## config.mk

```make
export PLATFORM = sky130hd
export DESIGN_NAME = uart_cmd_parser_flat
export DESIGN_NICKNAME = d
export VERILOG_FILES = /design/src/rtl/uart_cmd_parser_if.sv /design/src/rtl/uart_cmd_parser.sv /design/src/flat_wrapper.sv
export SDC_FILE = /design/constraint.sdc
export NUM_CORES = 1
export LEC_CHECK = 0
export BUFFER_PORTS_ARGS = -buffer_cell sky130_fd_sc_hd__buf_2
export CORE_AREA = 2 2 96 98
export CTS_BUF_LIST = sky130_fd_sc_hd__clkbuf_16
export CTS_CLUSTER_SIZE = 10
export DETAILED_ROUTE_END_ITERATION = 10
export DIE_AREA = 0 0 98 100
export GPL_TIMING_DRIVEN = 1
export PLACE_DENSITY_LB_ADDON = 0.15
export SLEW_MARGIN = 10
export SYNTH_ARGS = -nofsm -noshare
export SYNTH_HDL_FRONTEND = slang
export SYNTH_SLANG_ARGS = --single-unit
```

## constraint.sdc

```tcl
create_clock -name clk -period 5.5 [get_ports clk]
set_input_delay 0.55 -clock clk [delete_from_list [all_inputs] [get_ports clk]]
set_output_delay 0.55 -clock clk [all_outputs]
set_load 0.01 [all_outputs]
```

## src/rtl/uart_cmd_parser_if.sv

```systemverilog
// Bus bundle between the host command parser and its UART / pulse-generator neighbours.
// master = the parser, slave = the environment (UART RX/TX and generator).
interface uart_cmd_parser_if;
  logic [7:0]  rx_data;
  logic        rx_valid;
  logic [3:0]  time_address;
  logic [15:0] time_value;
  logic        isrun;
  logic        isramsey;
  logic [3:0]  tx_address;
  logic        txbyte_pos;
  logic [7:0]  tx_data;
  logic [7:0]  uart_tx_data;
  logic        uart_tx_start;
  logic        uart_tx_busy;

  modport master (
    input  rx_data, rx_valid, tx_data, uart_tx_busy,
    output time_address, time_value, isrun, isramsey,
           tx_address, txbyte_pos, uart_tx_data, uart_tx_start
  );

  modport slave (
    output rx_data, rx_valid, tx_data, uart_tx_busy,
    input  time_address, time_value, isrun, isramsey,
           tx_address, txbyte_pos, uart_tx_data, uart_tx_start
  );
endinterface

```

## src/rtl/uart_cmd_parser.sv

```systemverilog
// Host command front-end: decodes framed UART commands into pulse-generator config
// writes, run/mode control and readback streams, replying ACK/NAK per frame.
//
// state        | meaning
// S_IDLE       | waiting for 0xAA sync byte
// S_CMD        | expecting command byte
// S_ADDR       | write: expecting address
// S_VHI        | write: expecting value high byte
// S_VLO        | write: expecting value low byte
// S_FLAGS      | control: expecting flags byte
// S_CSUM       | expecting checksum; actions launched on accept
// S_EXEC       | one-cycle decision: reply byte or readback start
// S_REPLY      | waiting for TX idle to send ACK/NAK
// S_REPLY_WAIT | guard cycle, then wait for ACK/NAK to finish
// S_RB_SET     | readback mux address driven
// S_RB_SAMPLE  | readback byte latched into TX data
// S_RB_SEND    | waiting for TX idle to send readback byte
// S_RB_WAIT    | guard cycle, then wait for byte done and advance
module uart_cmd_parser #(
  parameter int unsigned TIMEOUT_CYCLES = 500000,
  parameter int unsigned MAX_TIME_ADDR  = 10,
  parameter int unsigned RB_LAST_ADDR   = 8
) (
  input  logic               clk,
  input  logic               rst_n,
  uart_cmd_parser_if.master  bus
);

  localparam logic [3:0] S_IDLE       = 4'd0;
  localparam logic [3:0] S_CMD        = 4'd1;
  localparam logic [3:0] S_ADDR       = 4'd2;
  localparam logic [3:0] S_VHI        = 4'd3;
  localparam logic [3:0] S_VLO        = 4'd4;
  localparam logic [3:0] S_FLAGS      = 4'd5;
  localparam logic [3:0] S_CSUM       = 4'd6;
  localparam logic [3:0] S_EXEC       = 4'd7;
  localparam logic [3:0] S_REPLY      = 4'd8;
  localparam logic [3:0] S_REPLY_WAIT = 4'd9;
  localparam logic [3:0] S_RB_SET     = 4'd10;
  localparam logic [3:0] S_RB_SAMPLE  = 4'd11;
  localparam logic [3:0] S_RB_SEND    = 4'd12;
  localparam logic [3:0] S_RB_WAIT    = 4'd13;

  localparam int         CW      = $clog2(TIMEOUT_CYCLES);
  localparam logic [CW-1:0] TO_LAST = CW'(TIMEOUT_CYCLES - 1);
  localparam logic [7:0] MAX_A   = 8'(MAX_TIME_ADDR);
  localparam logic [3:0] RB_LAST = 4'(RB_LAST_ADDR);

  logic [3:0]    state_q, state_d;
  logic [7:0]    cmd_q, cmd_d;
  logic [7:0]    addr_q, addr_d;
  logic [7:0]    vhi_q, vhi_d;
  logic [7:0]    vlo_q, vlo_d;
  logic [1:0]    flags_q, flags_d;
  logic [7:0]    csum_q, csum_d;
  logic          nak_q, nak_d;
  logic          hdr_q, hdr_d;
  logic          guard_q, guard_d;
  logic [CW-1:0] cnt_q, cnt_d;
  logic [3:0]    time_address_q, time_address_d;
  logic [15:0]   time_value_q, time_value_d;
  logic          isrun_q, isrun_d;
  logic          isramsey_q, isramsey_d;
  logic [3:0]    tx_address_q, tx_address_d;
  logic          txbyte_pos_q, txbyte_pos_d;
  logic [7:0]    uart_tx_data_q, uart_tx_data_d;
  logic          uart_tx_start_q, uart_tx_start_d;

  logic addr_ok, csum_ok, parsing;

  assign addr_ok = (addr_q != 8'd0) && (addr_q <= MAX_A);
  assign csum_ok = (csum_q == bus.rx_data);
  assign parsing = (state_q >= S_CMD) && (state_q <= S_CSUM);

  always_comb begin
    state_d         = state_q;
    cmd_d           = cmd_q;
    addr_d          = addr_q;
    vhi_d           = vhi_q;
    vlo_d           = vlo_q;
    flags_d         = flags_q;
    csum_d          = csum_q;
    nak_d           = nak_q;
    hdr_d           = hdr_q;
    guard_d         = guard_q;
    cnt_d           = '0;
    time_address_d  = 4'h0;
    time_value_d    = time_value_q;
    isrun_d         = isrun_q;
    isramsey_d      = isramsey_q;
    tx_address_d    = tx_address_q;
    txbyte_pos_d    = txbyte_pos_q;
    uart_tx_data_d  = uart_tx_data_q;
    uart_tx_start_d = 1'b0;

    case (state_q)
      S_IDLE: if (bus.rx_valid && bus.rx_data == 8'hAA) state_d = S_CMD;
      S_CMD: if (bus.rx_valid) begin
        cmd_d  = bus.rx_data;
        csum_d = bus.rx_data;
        case (bus.rx_data)
          8'h01:        state_d = S_ADDR;
          8'h02:        state_d = S_FLAGS;
          8'h03, 8'h04: state_d = S_CSUM;
          default:      state_d = S_IDLE;
        endcase
      end
      S_ADDR: if (bus.rx_valid) begin
        addr_d  = bus.rx_data;
        csum_d  = csum_q ^ bus.rx_data;
        state_d = S_VHI;
      end
      S_VHI: if (bus.rx_valid) begin
        vhi_d   = bus.rx_data;
        csum_d  = csum_q ^ bus.rx_data;
        state_d = S_VLO;
      end
      S_VLO: if (bus.rx_valid) begin
        vlo_d   = bus.rx_data;
        csum_d  = csum_q ^ bus.rx_data;
        state_d = S_CSUM;
      end
      S_FLAGS: if (bus.rx_valid) begin
        flags_d = bus.rx_data[1:0];
        csum_d  = csum_q ^ bus.rx_data;
        state_d = S_CSUM;
      end
      // Actions are registered here so the strobe/flags are visible in the EXEC cycle.
      S_CSUM: if (bus.rx_valid) begin
        if (csum_ok) begin
          case (cmd_q)
            8'h01: if (addr_ok) begin
              time_address_d = addr_q[3:0];
              time_value_d   = {vhi_q, vlo_q};
            end
            8'h02: begin
              isrun_d    = flags_q[0];
              isramsey_d = flags_q[1];
            end
            8'h04:   time_address_d = 4'hF;
            default: ;
          endcase
        end
        nak_d   = !csum_ok || (cmd_q == 8'h01 && !addr_ok);
        state_d = S_EXEC;
      end
      S_EXEC: begin
        if (cmd_q == 8'h03 && !nak_q) begin
          tx_address_d   = 4'h0;
          txbyte_pos_d   = 1'b0;
          hdr_d          = 1'b1;
          uart_tx_data_d = 8'h55;
          state_d        = S_RB_SEND;
        end else begin
          uart_tx_data_d = nak_q ? 8'h15 : 8'h06;
          state_d        = S_REPLY;
        end
      end
      S_REPLY: if (!bus.uart_tx_busy) begin
        uart_tx_start_d = 1'b1;
        guard_d         = 1'b1;
        state_d         = S_REPLY_WAIT;
      end
      S_REPLY_WAIT: begin
        if (guard_q) guard_d = 1'b0;
        else if (!bus.uart_tx_busy) state_d = S_IDLE;
      end
      S_RB_SET: state_d = S_RB_SAMPLE;
      S_RB_SAMPLE: begin
        uart_tx_data_d = bus.tx_data;
        state_d        = S_RB_SEND;
      end
      S_RB_SEND: if (!bus.uart_tx_busy) begin
        uart_tx_start_d = 1'b1;
        guard_d         = 1'b1;
        state_d         = S_RB_WAIT;
      end
      S_RB_WAIT: begin
        if (guard_q) guard_d = 1'b0;
        else if (!bus.uart_tx_busy) begin
          if (hdr_q) begin
            hdr_d   = 1'b0;
            state_d = S_RB_SET;
          end else if (tx_address_q == RB_LAST && txbyte_pos_q) begin
            tx_address_d = 4'h0;
            txbyte_pos_d = 1'b0;
            state_d      = S_IDLE;
          end else if (txbyte_pos_q) begin
            tx_address_d = tx_address_q + 4'd1;
            txbyte_pos_d = 1'b0;
            state_d      = S_RB_SET;
          end else begin
            txbyte_pos_d = 1'b1;
            state_d      = S_RB_SET;
          end
        end
      end
      default: state_d = S_IDLE;
    endcase

    // Inter-byte timeout only while a frame is partially received.
    if (parsing && !bus.rx_valid) begin
      if (cnt_q == TO_LAST) state_d = S_IDLE;
      else cnt_d = cnt_q + CW'(1);
    end
  end

  always_ff @(posedge clk) begin
    if (!rst_n) begin
      state_q         <= S_IDLE;
      cmd_q           <= 8'h00;
      addr_q          <= 8'h00;
      vhi_q           <= 8'h00;
      vlo_q           <= 8'h00;
      flags_q         <= 2'b00;
      csum_q          <= 8'h00;
      nak_q           <= 1'b0;
      hdr_q           <= 1'b0;
      guard_q         <= 1'b0;
      cnt_q           <= '0;
      time_address_q  <= 4'h0;
      time_value_q    <= 16'h0000;
      isrun_q         <= 1'b0;
      isramsey_q      <= 1'b0;
      tx_address_q    <= 4'h0;
      txbyte_pos_q    <= 1'b0;
      uart_tx_data_q  <= 8'h00;
      uart_tx_start_q <= 1'b0;
    end else begin
      state_q         <= state_d;
      cmd_q           <= cmd_d;
      addr_q          <= addr_d;
      vhi_q           <= vhi_d;
      vlo_q           <= vlo_d;
      flags_q         <= flags_d;
      csum_q          <= csum_d;
      nak_q           <= nak_d;
      hdr_q           <= hdr_d;
      guard_q         <= guard_d;
      cnt_q           <= cnt_d;
      time_address_q  <= time_address_d;
      time_value_q    <= time_value_d;
      isrun_q         <= isrun_d;
      isramsey_q      <= isramsey_d;
      tx_address_q    <= tx_address_d;
      txbyte_pos_q    <= txbyte_pos_d;
      uart_tx_data_q  <= uart_tx_data_d;
      uart_tx_start_q <= uart_tx_start_d;
    end
  end

  assign bus.time_address  = time_address_q;
  assign bus.time_value    = time_value_q;
  assign bus.isrun         = isrun_q;
  assign bus.isramsey      = isramsey_q;
  assign bus.tx_address    = tx_address_q;
  assign bus.txbyte_pos    = txbyte_pos_q;
  assign bus.uart_tx_data  = uart_tx_data_q;
  assign bus.uart_tx_start = uart_tx_start_q;

endmodule
```

## src/flat_wrapper.sv

```systemverilog
// flat-port wrapper written by rule: the top's interface ports become plain ports
module uart_cmd_parser_flat 
#(
  parameter int unsigned TIMEOUT_CYCLES = 500000,
  parameter int unsigned MAX_TIME_ADDR  = 10,
  parameter int unsigned RB_LAST_ADDR   = 8
)
  (clk, rst_n, bus_rx_data, bus_rx_valid, bus_tx_data, bus_uart_tx_busy, bus_time_address, bus_time_value, bus_isrun, bus_isramsey, bus_tx_address, bus_txbyte_pos, bus_uart_tx_data, bus_uart_tx_start);
  uart_cmd_parser_if bus_i ();
  input  logic clk;
  input  logic rst_n;
  input wire logic [$bits(bus_i.rx_data)-1:0] bus_rx_data;
  input wire logic [$bits(bus_i.rx_valid)-1:0] bus_rx_valid;
  input wire logic [$bits(bus_i.tx_data)-1:0] bus_tx_data;
  input wire logic [$bits(bus_i.uart_tx_busy)-1:0] bus_uart_tx_busy;
  output wire logic [$bits(bus_i.time_address)-1:0] bus_time_address;
  output wire logic [$bits(bus_i.time_value)-1:0] bus_time_value;
  output wire logic [$bits(bus_i.isrun)-1:0] bus_isrun;
  output wire logic [$bits(bus_i.isramsey)-1:0] bus_isramsey;
  output wire logic [$bits(bus_i.tx_address)-1:0] bus_tx_address;
  output wire logic [$bits(bus_i.txbyte_pos)-1:0] bus_txbyte_pos;
  output wire logic [$bits(bus_i.uart_tx_data)-1:0] bus_uart_tx_data;
  output wire logic [$bits(bus_i.uart_tx_start)-1:0] bus_uart_tx_start;
  assign bus_i.rx_data = bus_rx_data;
  assign bus_i.rx_valid = bus_rx_valid;
  assign bus_i.tx_data = bus_tx_data;
  assign bus_i.uart_tx_busy = bus_uart_tx_busy;
  assign bus_time_address = bus_i.time_address;
  assign bus_time_value = bus_i.time_value;
  assign bus_isrun = bus_i.isrun;
  assign bus_isramsey = bus_i.isramsey;
  assign bus_tx_address = bus_i.tx_address;
  assign bus_txbyte_pos = bus_i.txbyte_pos;
  assign bus_uart_tx_data = bus_i.uart_tx_data;
  assign bus_uart_tx_start = bus_i.uart_tx_start;
  uart_cmd_parser #(.TIMEOUT_CYCLES(TIMEOUT_CYCLES), .MAX_TIME_ADDR(MAX_TIME_ADDR), .RB_LAST_ADDR(RB_LAST_ADDR)) u_core (.clk(clk), .rst_n(rst_n), .bus(bus_i));
endmodule
```

Yosys cells after proc, flatten, opt, wreduce, memory -nomap -nowiden:

Index checks and enable logic that the tools add are counted.

* register bits after elaboration: 104
* input bits: 20
* output and inout port bits: 36

* add/sub/neg operators: 2
* order comparisons: 3
* equality and inequality tests: 33
* mux-type cells: 48
* bitwise gates (word level): 3
* reductions and logical operators: 39

Operators by type and width (number)
* two-way mux 4 bit: 23
* case mux 4 bit (13 select lines): 1
* equality test 8 x 2 -> 1 bit (second input constant): 4
* case mux 8 bit (2 select lines): 2
* equality test 4 bit (second input constant): 7
* two-way mux 8 bit: 3
* adder 19 x 1 -> 19 bit (second input constant): 1
* equality test 19 bit (second input constant): 1
* equality test 4 x 3 -> 1 bit (second input constant): 4
* equality test 8 x 1 -> 1 bit (second input constant): 2
* equality test 8 x 3 -> 1 bit (second input constant): 2
* case mux 4 bit (2 select lines): 2
* AND reduction 2 bit: 8
* AND reduction 4 bit: 3
* two-way mux 1 bit: 11
* inequality test 2 bit (second input constant): 5
* AND reduction 5 bit: 2
* case mux 3 bit (3 select lines): 1
* equality test 4 x 2 -> 1 bit (second input constant): 2
* equality test 8 bit: 1
* equality test 8 bit (second input constant): 1
* less-or-equal comparator 8 x 4 -> 1 bit (second input constant): 1
* nonzero test 2 bit: 4
* nonzero test 8 bit: 1
* other kinds (20): 36

Longest topological paths before layout:

Gate-level depths: netlist of the first run.

* depth after elaboration: 9
* depth in mapped cells: 8

Least setup slack after synthesis of the first run:

OpenSTA, ideal clock, no wires.

* path kind: in2reg
* start: input bus_rx_data[7]
* end: register u_core.time_value_q[0], in the netlist u_core.bus.time_value[0]
* arrival time: 1955 ps
* required time: 5368 ps
* path slack: 3412 ps
* cell stages on the path: 8
* buffers on the path: 3
* cells stage by stage: clkbuf_1 xnor2_1 nand4_1 or3_1 buf_2 buf_6 o21ai_1 a21oi_1

* longest elaborated chain between the ends: 2

Ends and longest elaborated chain
* from (decl): RTL line flat_wrapper.sv:12 `input wire logic [$bits(bus_i.rx_data)-1:0] bus_rx_data;`
* equality test 8 bit: RTL line uart_cmd_parser.sv:72 `assign csum_ok = (csum_q == bus.rx_data);`
* AND reduction 5 bit (no source line)
* to (signal assigned): RTL line uart_cmd_parser.sv:242 `time_value_q <= time_value_d;`
* to (decl): RTL line uart_cmd_parser.sv:61 `logic [15:0] time_value_q, time_value_d;`

Every way passes these cells.
A chain may end at the register's enable or synchronous reset.

Final worst setup path of the first run:

* start: register u_core.state_q[3]
* end: register u_core.time_address_q[1], in the netlist u_core.bus.time_address[1]

* longest elaborated chain between the ends: 2

Ends and longest elaborated chain
* from (decl): RTL line uart_cmd_parser.sv:49 `logic [3:0] state_q, state_d;`
* from (signal assigned): RTL line uart_cmd_parser.sv:230 `state_q <= state_d;`
* equality test 4 x 3 -> 1 bit: RTL line uart_cmd_parser.sv:96 `case (state_q)`
* AND reduction 4 bit (no source line)
* to (signal assigned): RTL line uart_cmd_parser.sv:241 `time_address_q <= time_address_d;`
* to (decl): RTL line uart_cmd_parser.sv:60 `logic [3:0] time_address_q, time_address_d;`

Every way passes these cells.

==> results.txt, run 1 <==
outcome -> finished, final reports clean
first-pass GRT wire length -> 17940 µm
Setup crit end -> u_core.bus.time_address[1]
ant diodes -> 0
hold_ws -> 0.4398 ns
initial core utilization -> 52.91%
Top delay family on crit path -> simple AND/OR/NAND/NOR gates
Period minus WS final -> 2.810 ns
global placement routability congestion -> 0.8172
number of enable flip-flop cells after synthesis -> 0
Static Leakage -> 1.831 nW
Die X-Extent -> 98 µm
Slew headroom -> 23.13%
Routed WL -> 10530 µm
Seq/Total Area, Yosys -> 44.27%
vias -> 3987
Core Box Area -> 8890 µm²
cell total after placement -> 682
maximum vdd drop -> 0.0001358 V
commonest non-fill, non-tap cell in the layout -> dfxtp_1
Synth area leader -> dfxtp_1
CP Depth -> 5
vias in the first global route -> 3777
# port buffers -> 55
Core Rows -> 35
synth top area cells -> dfxtp_1, mux2i_1, nor2_1
crit path max-delay cell type -> nor3_2
Reg2Reg Capture Point -> u_core.bus.time_address[1]
largest fanout on the critical path -> 20
area growth from synthesis to layout -> 12.02%
fmax -> 355.8 MHz
postcts setup bufs -> 0
max_cap viols -> 0
Die Y -> 100 µm
worst clock skew -> 0.007436 ns
Total Neg Setup Slack -> 0 ns
clock slew at reported path FFs -> 0.07 ns
clk buf depth -> 2
TritonCTS clock tree -> built
CP Class -> reg -> reg
Worst Path Required -> 5.78 ns
Cell Area, Synth -> 4703 µm²
top cell type's share of synthesized area -> 44.27%
vias per cell -> 5.712
fin nets -> 605
total congestion overflow -> 0
Crit. End Element -> register
Hold Crit Depth -> 3
syn avg cell area -> 8.551 µm²
CTS Hold Buffers Added -> 0
DRC -> 0
full die area -> 9800 µm²
crit path launch type -> register
Slew @ Worst Pin -> 1.144 ns
H-tree Lvls -> 3
crit path from -> u_core.state_q[3]
largest net degree at the start of global routing -> 55
GRT Overall Usage -> 22.45%
pwr/cell area -> 271.1 nW/µm²
CTS buffer count -> 9
FFs w/ async S/R, synth -> 0%
min-delay worst type -> in -> reg
register bit count reported by yosys -> 104
Main synth FF type -> dfxtp_1
crit-path cells -> nand2b_1 > or3_4 > nor3_2 > nand2_1 > nor2_1
critical path arrival -> 3.09 ns
Ports -> 56
TritonCTS sink count -> 104
proportion of layout cells with a drive suffix above 1 -> 14.82%
Iteration-0 DRC Markers -> 200
post-cts resize count -> 0
clk_lat worst skew -> 0.34 ns
WL/cell -> 15.09 µm
Syn. warnings -> 0
Final setup viols -> 0
Final ANT Viol Nets -> 0
Tot Pwr -> 0.001429 W
R2R Path Start -> u_core.state_q[3]
unique cell type count in the Yosys netlist -> 57
final hold vios -> 0
Root Driver -> clkbuf_16
r2r setup slk -> 2.69 ns
Max Transition Viols Final -> 0
buffers and inverters on the worst path -> 0
drt first pass iters -> 5
antenna violations before repair -> 0
CP max stage delay -> 0.88 ns
RSZ-0062 raised after global routing -> no
final worst-path cycle share -> 51.09%
Final HPWL DP -> 6975 µm
post-route non-filler standard cell count -> 698
worst reg2reg path depth -> 5
most frequent cells in the layout -> dfxtp_1, nor2_1, buf_2
Mapped Nets -> 573
Post-Syn Instances -> 550
-- flip-flops by register name, indices dropped and copies added (netlist names) --
| name | cells |
|---|---|
| u_core.guard_q | 1 |
| u_core.bus.tx_address | 4 |
| u_core.hdr_q | 1 |
| u_core.bus.uart_tx_start | 1 |
| u_core.vhi_q | 8 |
| u_core.bus.isrun | 1 |
| u_core.vlo_q | 8 |
| u_core.cnt_q | 19 |
| u_core.cmd_q | 8 |
| u_core.bus.txbyte_pos | 1 |
| u_core.bus.time_address | 4 |
| u_core.nak_q | 1 |
| u_core.bus.time_value | 16 |
| u_core.bus.isramsey | 1 |
| u_core.state_q | 4 |
| u_core.csum_q | 8 |
| u_core.flags_q | 2 |
| u_core.addr_q | 8 |
| u_core.bus.uart_tx_data | 8 |
-- kinds of logic after synthesis --
| logic type | Yosys count | share of synthesized area, % |
|---|---|---|
| and+or+nand+nor | 228 | 24.45 |
| AOI/OAI and AO/OA | 106 | 13.67 |
| DFF | 104 | 44.27 |
| buffers and inverters | 48 | 4.522 |
| muxes | 35 | 7.449 |
| xor gates and xnor gates | 26 | 4.842 |
| adders and majority gates | 3 | 0.7982 |
-- metrics by stage --
stage	instance area (µm²)	setup slack (ns)	util, %
4_1_cts	5269	2.708	59.27
6_report	5269	2.690	59.27
3_5_place_dp	4971	2.737	55.92
5_1_grt	5269	2.421	59.27
3_3_place_gp	4971	2.776	55.92
2_1_floorplan	4703	3.412	-
-- where the power goes --
part,switching [W],internal [W]
Clock,0.000283,0.000354
Sequential,0.000000138,0.000752
Combinational,0.0000290,0.0000105
-- cells in the mapped netlist (all sizes together), types with 2 or more instances --
cell	n
a211oi	2
nand2b	10
or3	3
a22oi	3
a21oi	33
a21o	3
nor4	13
nor2b	5
nor2	89
dfxtp	104
a32oi	8
nand4b	3
mux2i	35
xor2	10
buf	12
or4b	2
a221oi	2
nor3	9
nand4	7
nor3b	2
xnor2	16
o22ai	5
a31oi	4
and2	2
nand3	36
o41ai	2
clkbuf	24
nand2	32
and4	2
inv	12
o21ai	35
ha	3
and3	5
o211ai	2
or4	4
-- cell type report --
| cell class | instances | area, µm² |
|---|---|---|
| Tap cell | 111 | 138.9 |
| Fill cell | 860 | 3621 |
| Inverter | 12 | 45.04 |
| Timing Repair Buffer | 57 | 290.3 |
| Sequential cell | 104 | 2082 |
| Clock inverter | 7 | 72.57 |
| Multi-Input combinational cell | 398 | 2415 |
| Clock buffer | 9 | 225.2 |
-- how the worst min path moves through the flow --
stage	from	endpoint
after floorplan	u_core.cnt_q[0]	u_core.cnt_q[0]
after global placement	u_core.cnt_q[0]	u_core.cnt_q[0]
after detailed placement	u_core.flags_q[0]	u_core.flags_q[0]
after CTS	bus_tx_data[2]	u_core.bus.uart_tx_data[2]
after global routing	bus_tx_data[1]	u_core.bus.uart_tx_data[1]
final	bus_tx_data[2]	u_core.bus.uart_tx_data[2]
-- worst register-to-register path, delay by kind of cell (launching register included) --
family / cells / cell delay [ns]
and+or+nand+nor: 5 / 2.24
DFF: 1 / 0.51
-- per-layer routing --
| metal | up-vias | GRT usage [%] | part of all wire [%] |
|---|---|---|---|
| met3 | 8 | 5.084 | 4.8 |
| met5 | - | 0 | 0 |
| li1 | 2011 | - | - |
| met1 | 1878 | 29.26 | 47 |
| met4 | 0 | 6.838 | 0.77 |
| met2 | 90 | 37.46 | 48 |
Note: power is estimated with default switching activity, not from simulation.
==> run 2, diff against run 1 <==
- ABC_AREA: not set -> 1
- CORE_AREA: 2 2 96 98 -> 2 2 100 102
- DIE_AREA: 0 0 98 100 -> 0 0 102 104
- clock period: 5.5 -> 2.7 ns (I/O delays scaled with it)
==> run 2 against run 1 <==
Effect of this change:
- sequential share of layout area shrank 3.1 points
- synthesized area grew 7.9%
- fmax grew 37%
- first-iteration DRC count grew 49%
- largest cell class unchanged
- critical endpoint is now u_core.vlo_q[3]
- count of clock-buffer cells in the layout is the same
- hold slack lost 0.26 ns
- total power grew 110%
==> results.txt, run 2 <==
largest net degree at the start of global routing -> 30
ant diodes -> 0
Final HPWL DP -> 8887 µm
Core Box Area -> 9549 µm²
Static Leakage -> 2.339 nW
postcts setup bufs -> 0
Routed WL -> 12360 µm
Final setup viols -> 0
syn avg cell area -> 6.903 µm²
post-cts resize count -> 0
r2r setup slk -> 0.64 ns
Final ANT Viol Nets -> 0
proportion of layout cells with a drive suffix above 1 -> 15.39%
Synth area leader -> dfxtp_1
antenna violations before repair -> 0
max reg flops -> 19
Reg area -> 2082 µm²
clk_lat worst skew -> 0.35 ns
Period minus WS final -> 2.057 ns
CTS buffer count -> 9
hold wc startpoint -> bus_tx_data[5]
largest fanout on the critical path -> 16
min-delay worst type -> in -> reg
GRT Overall Usage -> 23.97%
Seq/Total Area, Yosys -> 41.04%
maximum vdd drop -> 0.0003944 V
internal power -> 0.002307 W
final worst-path cycle share -> 76.18%
most common cell in the netlist -> nand2_1
initial core utilization -> 53.13%
fin nets -> 804
Clock Power Share -> 45.3%
Cell Area, Synth -> 5074 µm²
TritonCTS clock tree -> built
Main synth FF type -> dfxtp_1
Die Y -> 104 µm
register bit count reported by yosys -> 104
DRC -> 0
Iteration-0 DRC Markers -> 297
final hold vios -> 0
unique cell type count in the Yosys netlist -> 44
Root Driver -> clkbuf_16
H-tree Lvls -> 3
first-pass GRT wire length -> 20690 µm
synth top area cells -> dfxtp_1, nand2_1, a21oi_1
TritonCTS sink count -> 104
Worst Path Required -> 2.91 ns
Hold Crit Depth -> 3
number of enable flip-flop cells after synthesis -> 0
cell total after placement -> 903
Core Rows -> 36
commonest non-fill, non-tap cell in the layout -> nand2_1
Max Transition Viols Final -> 0
vias per cell -> 5.247
fmax -> 486.2 MHz
sequential share of power -> 50.7%
Reg2Reg Capture Point -> u_core.vlo_q[3]
outcome -> finished, final reports clean
area growth from synthesis to layout -> 12.65%
global placement routability congestion -> 0.9223
Post-Syn Instances -> 735
Syn. warnings -> 0
drt first pass iters -> 5
clk buf depth -> 2
clock slew at reported path FFs -> 0.08 ns
Slew @ Worst Pin -> 0.6728 ns
Multi-input gate area -> 2511 µm²
max_cap viols -> 0
Commonest cells post-synth -> nand2_1, dfxtp_1, nor2_1
CP Class -> reg -> reg
FFs w/ async S/R, synth -> 0%
most frequent cells in the layout -> nand2_1, dfxtp_1, nor2_1
Hold EP -> u_core.bus.uart_tx_data[5]
Slew headroom -> 55.02%
total congestion overflow -> 0
CTS Hold Buffers Added -> 0
critical path arrival -> 2.27 ns
Ports -> 56
Crit. End Element -> register
vias in the first global route -> 4483
vias -> 4822
Fillers -> 954
largest register by flop count -> u_core.cnt_q
Tot Pwr -> 0.003024 W
switching share of power -> 23.71%
Total Neg Setup Slack -> 0 ns
Mapped Nets -> 758
Die X-Extent -> 102 µm
full die area -> 10610 µm²
crit path launch type -> register
post-route non-filler standard cell count -> 919
pwr/cell area -> 529.1 nW/µm²
worst reg2reg path depth -> 4
R2R Path Start -> u_core.state_q[0]
combinational cell fraction of total power -> 4.1%
WL/cell -> 13.44 µm
# port buffers -> 55
top cell type's share of synthesized area -> 41.04%
Sw Pwr -> 0.0007170 W
RSZ-0062 raised after global routing -> no
worst clock skew -> 0.01089 ns
-- run 2: changes by cell type in the layout (fill, tap and decap cells not counted), sizes merged, moves of 6 or more --
| cell | previous run | this run |
|---|---|---|
| inv | 14 | 96 |
| nand2b | 10 | 0 |
| nor2 | 89 | 103 |
| nand2 | 32 | 179 |
| nand4 | 7 | 29 |
| a32oi | 8 | 0 |
| or2 | 1 | 7 |
| mux2i | 35 | 0 |
| xnor2 | 16 | 1 |
| o21ai | 35 | 60 |
| nor4 | 13 | 0 |
| a21oi | 33 | 70 |
| xor2 | 10 | 4 |
-- run 2: power by group through the flow --
stage | Clock, W | Combinational (W) | Sequential [W]
after floorplan | 0 | 0.0000766 | 0.00157
after global placement | 0 | 0.000119 | 0.00157
after detailed placement | 0 | 0.000121 | 0.00157
after CTS | 0.00139 | 0.000121 | 0.00153
after global routing | 0.00145 | 0.000136 | 0.00153
final | 0.00137 | 0.000123 | 0.00153
-- run 2: cell families (layout without fill, tap and decap cells) --
kind of cell             Yosys count  after routing  synth area share, %
adder cells (fa/ha/maj)            3              3               0.7399
XOR/XNOR                           5              5               0.8631
AO/OA/AOI/OAI                    139            139                14.48
AND/OR/NAND/NOR                  368            368                33.42
flip-flops                       104            104                41.04
buffers and inverters            116            167                9.470
-- run 2: layout make-up --
type	instances	area share, %
inverter	94	6.239
clock buffer	9	3.940
multi-input combinational	515	43.94
timing repair buffer	57	5.079
sequential	104	36.43
tap	133	2.912
clock inverter	7	1.467
-- run 2: routing by layer --
layer | GRT usage, % | wire length [µm] | vias up
met1 | 30.23 | 5501 | 2188
met4 | 10.48 | 419 | 0
met3 | 3.629 | 513 | 37
met5 | 0 | 0 | -
li1 | - | - | 2474
met2 | 40.08 | 5920 | 123
-- run 2: worst max-delay path by stage --
| stage | startpoint | end | slack [ns] | cells after the start |
|---|---|---|---|---|
| floorplan | u_core.cnt_q[0] | u_core.cnt_q[12] | 1.16 | 9 |
| global placement | u_core.state_q[0] | u_core.vhi_q[5] | 0.68 | 5 |
| detailed placement | u_core.state_q[0] | u_core.vhi_q[5] | 0.68 | 5 |
| CTS | u_core.state_q[0] | u_core.vhi_q[5] | 0.69 | 5 |
| global route | u_core.state_q[0] | u_core.vhi_q[3] | 0.48 | 5 |
| finish | u_core.state_q[0] | u_core.vlo_q[3] | 0.64 | 4 |
-- run 2: critical path, cell delays in order, from the launching register on --
cell and delay, ns:
dfxtp_1 0.42, nor2_1 0.28, nand3_1 0.53, o21ai_0 0.61, a21oi_1 0.08
-- run 2: through the flow --
stage,area [µm²],hold WS (ns),utilization [%],worst slack (ns)
after floorplan,5074,0.4175,-,1.156
after global placement,5406,0.4288,56.62,0.6797
after detailed placement,5406,0.4431,56.62,0.6833
after CTS,5715,0.1753,59.85,0.6873
after global routing,5715,0.1917,59.85,0.4757
final,5715,0.1782,59.85,0.6430
==> run 3, diff against run 2 <==
- clock period: 2.7 -> 1.9 ns (I/O delays scaled with it)
==> run 3 against run 2 <==
Effect of this change:
- design area increased by 0.55%
- register-to-register slack got worse by 0.38 ns
- clock skew decreased by 0.0019 ns
- first-iteration DRC count decreased by 53%
- clock power increased by 28%
- combinational power increased by 42%
- hold slack got worse by 0.079 ns
- sequential share of layout area decreased by 0.20 points
- critical path type unchanged
- global-route usage decreased by 0.54 points
- utilization increased by 0.33 points
- flip-flop and latch count unchanged
- via count decreased by 0.87%
==> results.txt, run 3 (synthesis results as in run 2) <==
vias -> 4780
maximum vdd drop -> 0.0004598 V
Fillers -> 980
largest net degree at the start of global routing -> 28
postcts setup bufs -> 0
TritonCTS clock tree -> built
Root Driver -> clkbuf_16
Worst Path Required -> 2.15 ns
met3 usage -> 4.637%
ant diodes -> 0
full die area -> 10610 µm²
sequential share of power -> 53.1%
crit path launch type -> register
CP Class -> reg -> reg
Slew @ Worst Pin -> 0.4524 ns
clk_lat worst skew -> 0.34 ns
Routed WL -> 11760 µm
# port buffers -> 55
Final ANT Viol Nets -> 0
Static Leakage -> 2.350 nW
CP max stage delay -> 0.36 ns
Tot Pwr -> 0.004100 W
critical path arrival -> 1.88 ns
r2r setup slk -> 0.26 ns
fin nets -> 811
Final HPWL DP -> 8730 µm
Period minus WS final -> 1.639 ns
max_cap viols -> 0
area growth from synthesis to layout -> 13.27%
Ports -> 56
largest fanout on the critical path -> 16
CTS Hold Buffers Added -> 0
final hold vios -> 0
global placement routability congestion -> 0.8529
crit-path cells -> inv_1 > nand2_1 > nor2_1 > nand3_1 > nor2_4 > nand4_1 > nand2_1 > nor2_1
WL/cell -> 12.69 µm
vias in the first global route -> 4431
cell total after placement -> 910
final std cell area, no fill -> 5747 µm²
first-pass GRT wire length -> 20200 µm
largest register by flop count -> u_core.cnt_q
proportion of layout cells with a drive suffix above 1 -> 16.14%
combinational cell fraction of total power -> 4.3%
fmax -> 610.3 MHz
met2 Track Usage GR -> 39.66%
switching share of power -> 23.66%
internal power -> 0.003130 W
max reg flops -> 19
Total Neg Setup Slack -> 0 ns
worst clock skew -> 0.008959 ns
Die X-Extent -> 102 µm
Core Rows -> 36
Core Box Area -> 9549 µm²
clk buf depth -> 2
outcome -> finished, final reports clean
min-delay worst type -> in -> reg
vias per cell -> 5.162
clock slew at reported path FFs -> 0.07 ns
commonest non-fill, non-tap cell in the layout -> nand2_1
Final setup viols -> 0
Placed Area -> 5459 µm²
Slew headroom -> 69.61%
DRC -> 0
Die Y -> 104 µm
most frequent cells in the layout -> nand2_1, dfxtp_1, nor2_1
TritonCTS sink count -> 104
drt first pass iters -> 5
CTS buffer count -> 9
busiest grt layer -> met2
total congestion overflow -> 0
Max Transition Viols Final -> 0
initial core utilization -> 53.13%
Iteration-0 DRC Markers -> 141
post-route non-filler standard cell count -> 926
GRT Overall Usage -> 23.44%
H-tree Lvls -> 3
RSZ-0062 raised after global routing -> no
crit path max-delay cell type -> nor2_4
GR Layer Usage met1 -> 30.27%
pwr/cell area -> 713.4 nW/µm²
Sw Pwr -> 0.0009699 W
antenna violations before repair -> 0
final worst-path cycle share -> 86.24%
Clock Power Share -> 42.6%
Crit. End Element -> register
[run 3: changes by cell type in the layout (fill, tap and decap cells not counted), sizes merged]
| cell | change |
|---|---|
| buf | +7 |
| bufinv | -1 |
| clkinv | +1 |
| clkinvlp | +2 |
| inv | -2 |
[run 3: final cells by class]
type | instances | area, µm² | area share [%]
tap | 133 | 166.4 | 2.896
multi-input combinational | 515 | 2519 | 43.83
inverter | 94 | 356.6 | 6.205
clock buffer | 9 | 225.2 | 3.919
clock inverter | 7 | 55.05 | 0.9580
sequential | 104 | 2082 | 36.23
timing repair buffer | 64 | 342.8 | 5.966
[run 3: power groups by stage]
stage	logic [W]	clock network (W)	registers (W)
2_1_floorplan	0.000109	0	0.00223
3_3_place_gp	0.000170	0	0.00223
3_5_place_dp	0.000173	0	0.00223
4_1_cts	0.000174	0.00178	0.00218
5_1_grt	0.000199	0.00188	0.00218
6_report	0.000175	0.00175	0.00218
[run 3: layer usage]
metal	vias up	wire (µm)	share of wire (%)
met5	-	0	0
met4	0	170	1.4
met3	14	585	5.0
met2	112	5809	49
met1	2180	5189	44
li1	2474	-	-
[run 3: metrics by stage]
step | hold WS [ns] | setup slack, ns | util, %
3_3_place_gp | 0.4300 | 0.2989 | 57.17
3_5_place_dp | 0.4383 | 0.2405 | 57.17
5_1_grt | 0.1067 | 0.07154 | 60.18
6_report | 0.09885 | 0.2614 | 60.18
2_1_floorplan | 0.3390 | 0.3558 | -
4_1_cts | 0.09602 | 0.2249 | 60.10
[run 3: repair_timing]
item,CTS,global route
endpoints found under the setup margin,0,2
endpoints found under the hold margin,0,0
resized for setup,0,1
[run 3: path summary, 6_finish.rpt]
check | startpoint | to | cells past startpoint
worst max-delay path | u_core.addr_q[6] | u_core.bus.time_value[3] | 8
worst min-delay path | bus_tx_data[3] | u_core.bus.uart_tx_data[3] | 3
worst max register to register | u_core.addr_q[6] | u_core.bus.time_value[3] | 8
worst min register to register | u_core.cnt_q[0] | u_core.cnt_q[0] | 1
[run 3: worst max-delay path: cells and delay by family, from the launching register on]
kind	cells	cell delay (ns)
and+or+nand+nor	7	1.18
buffers and inverters	1	0.07
DFF	1	0.30
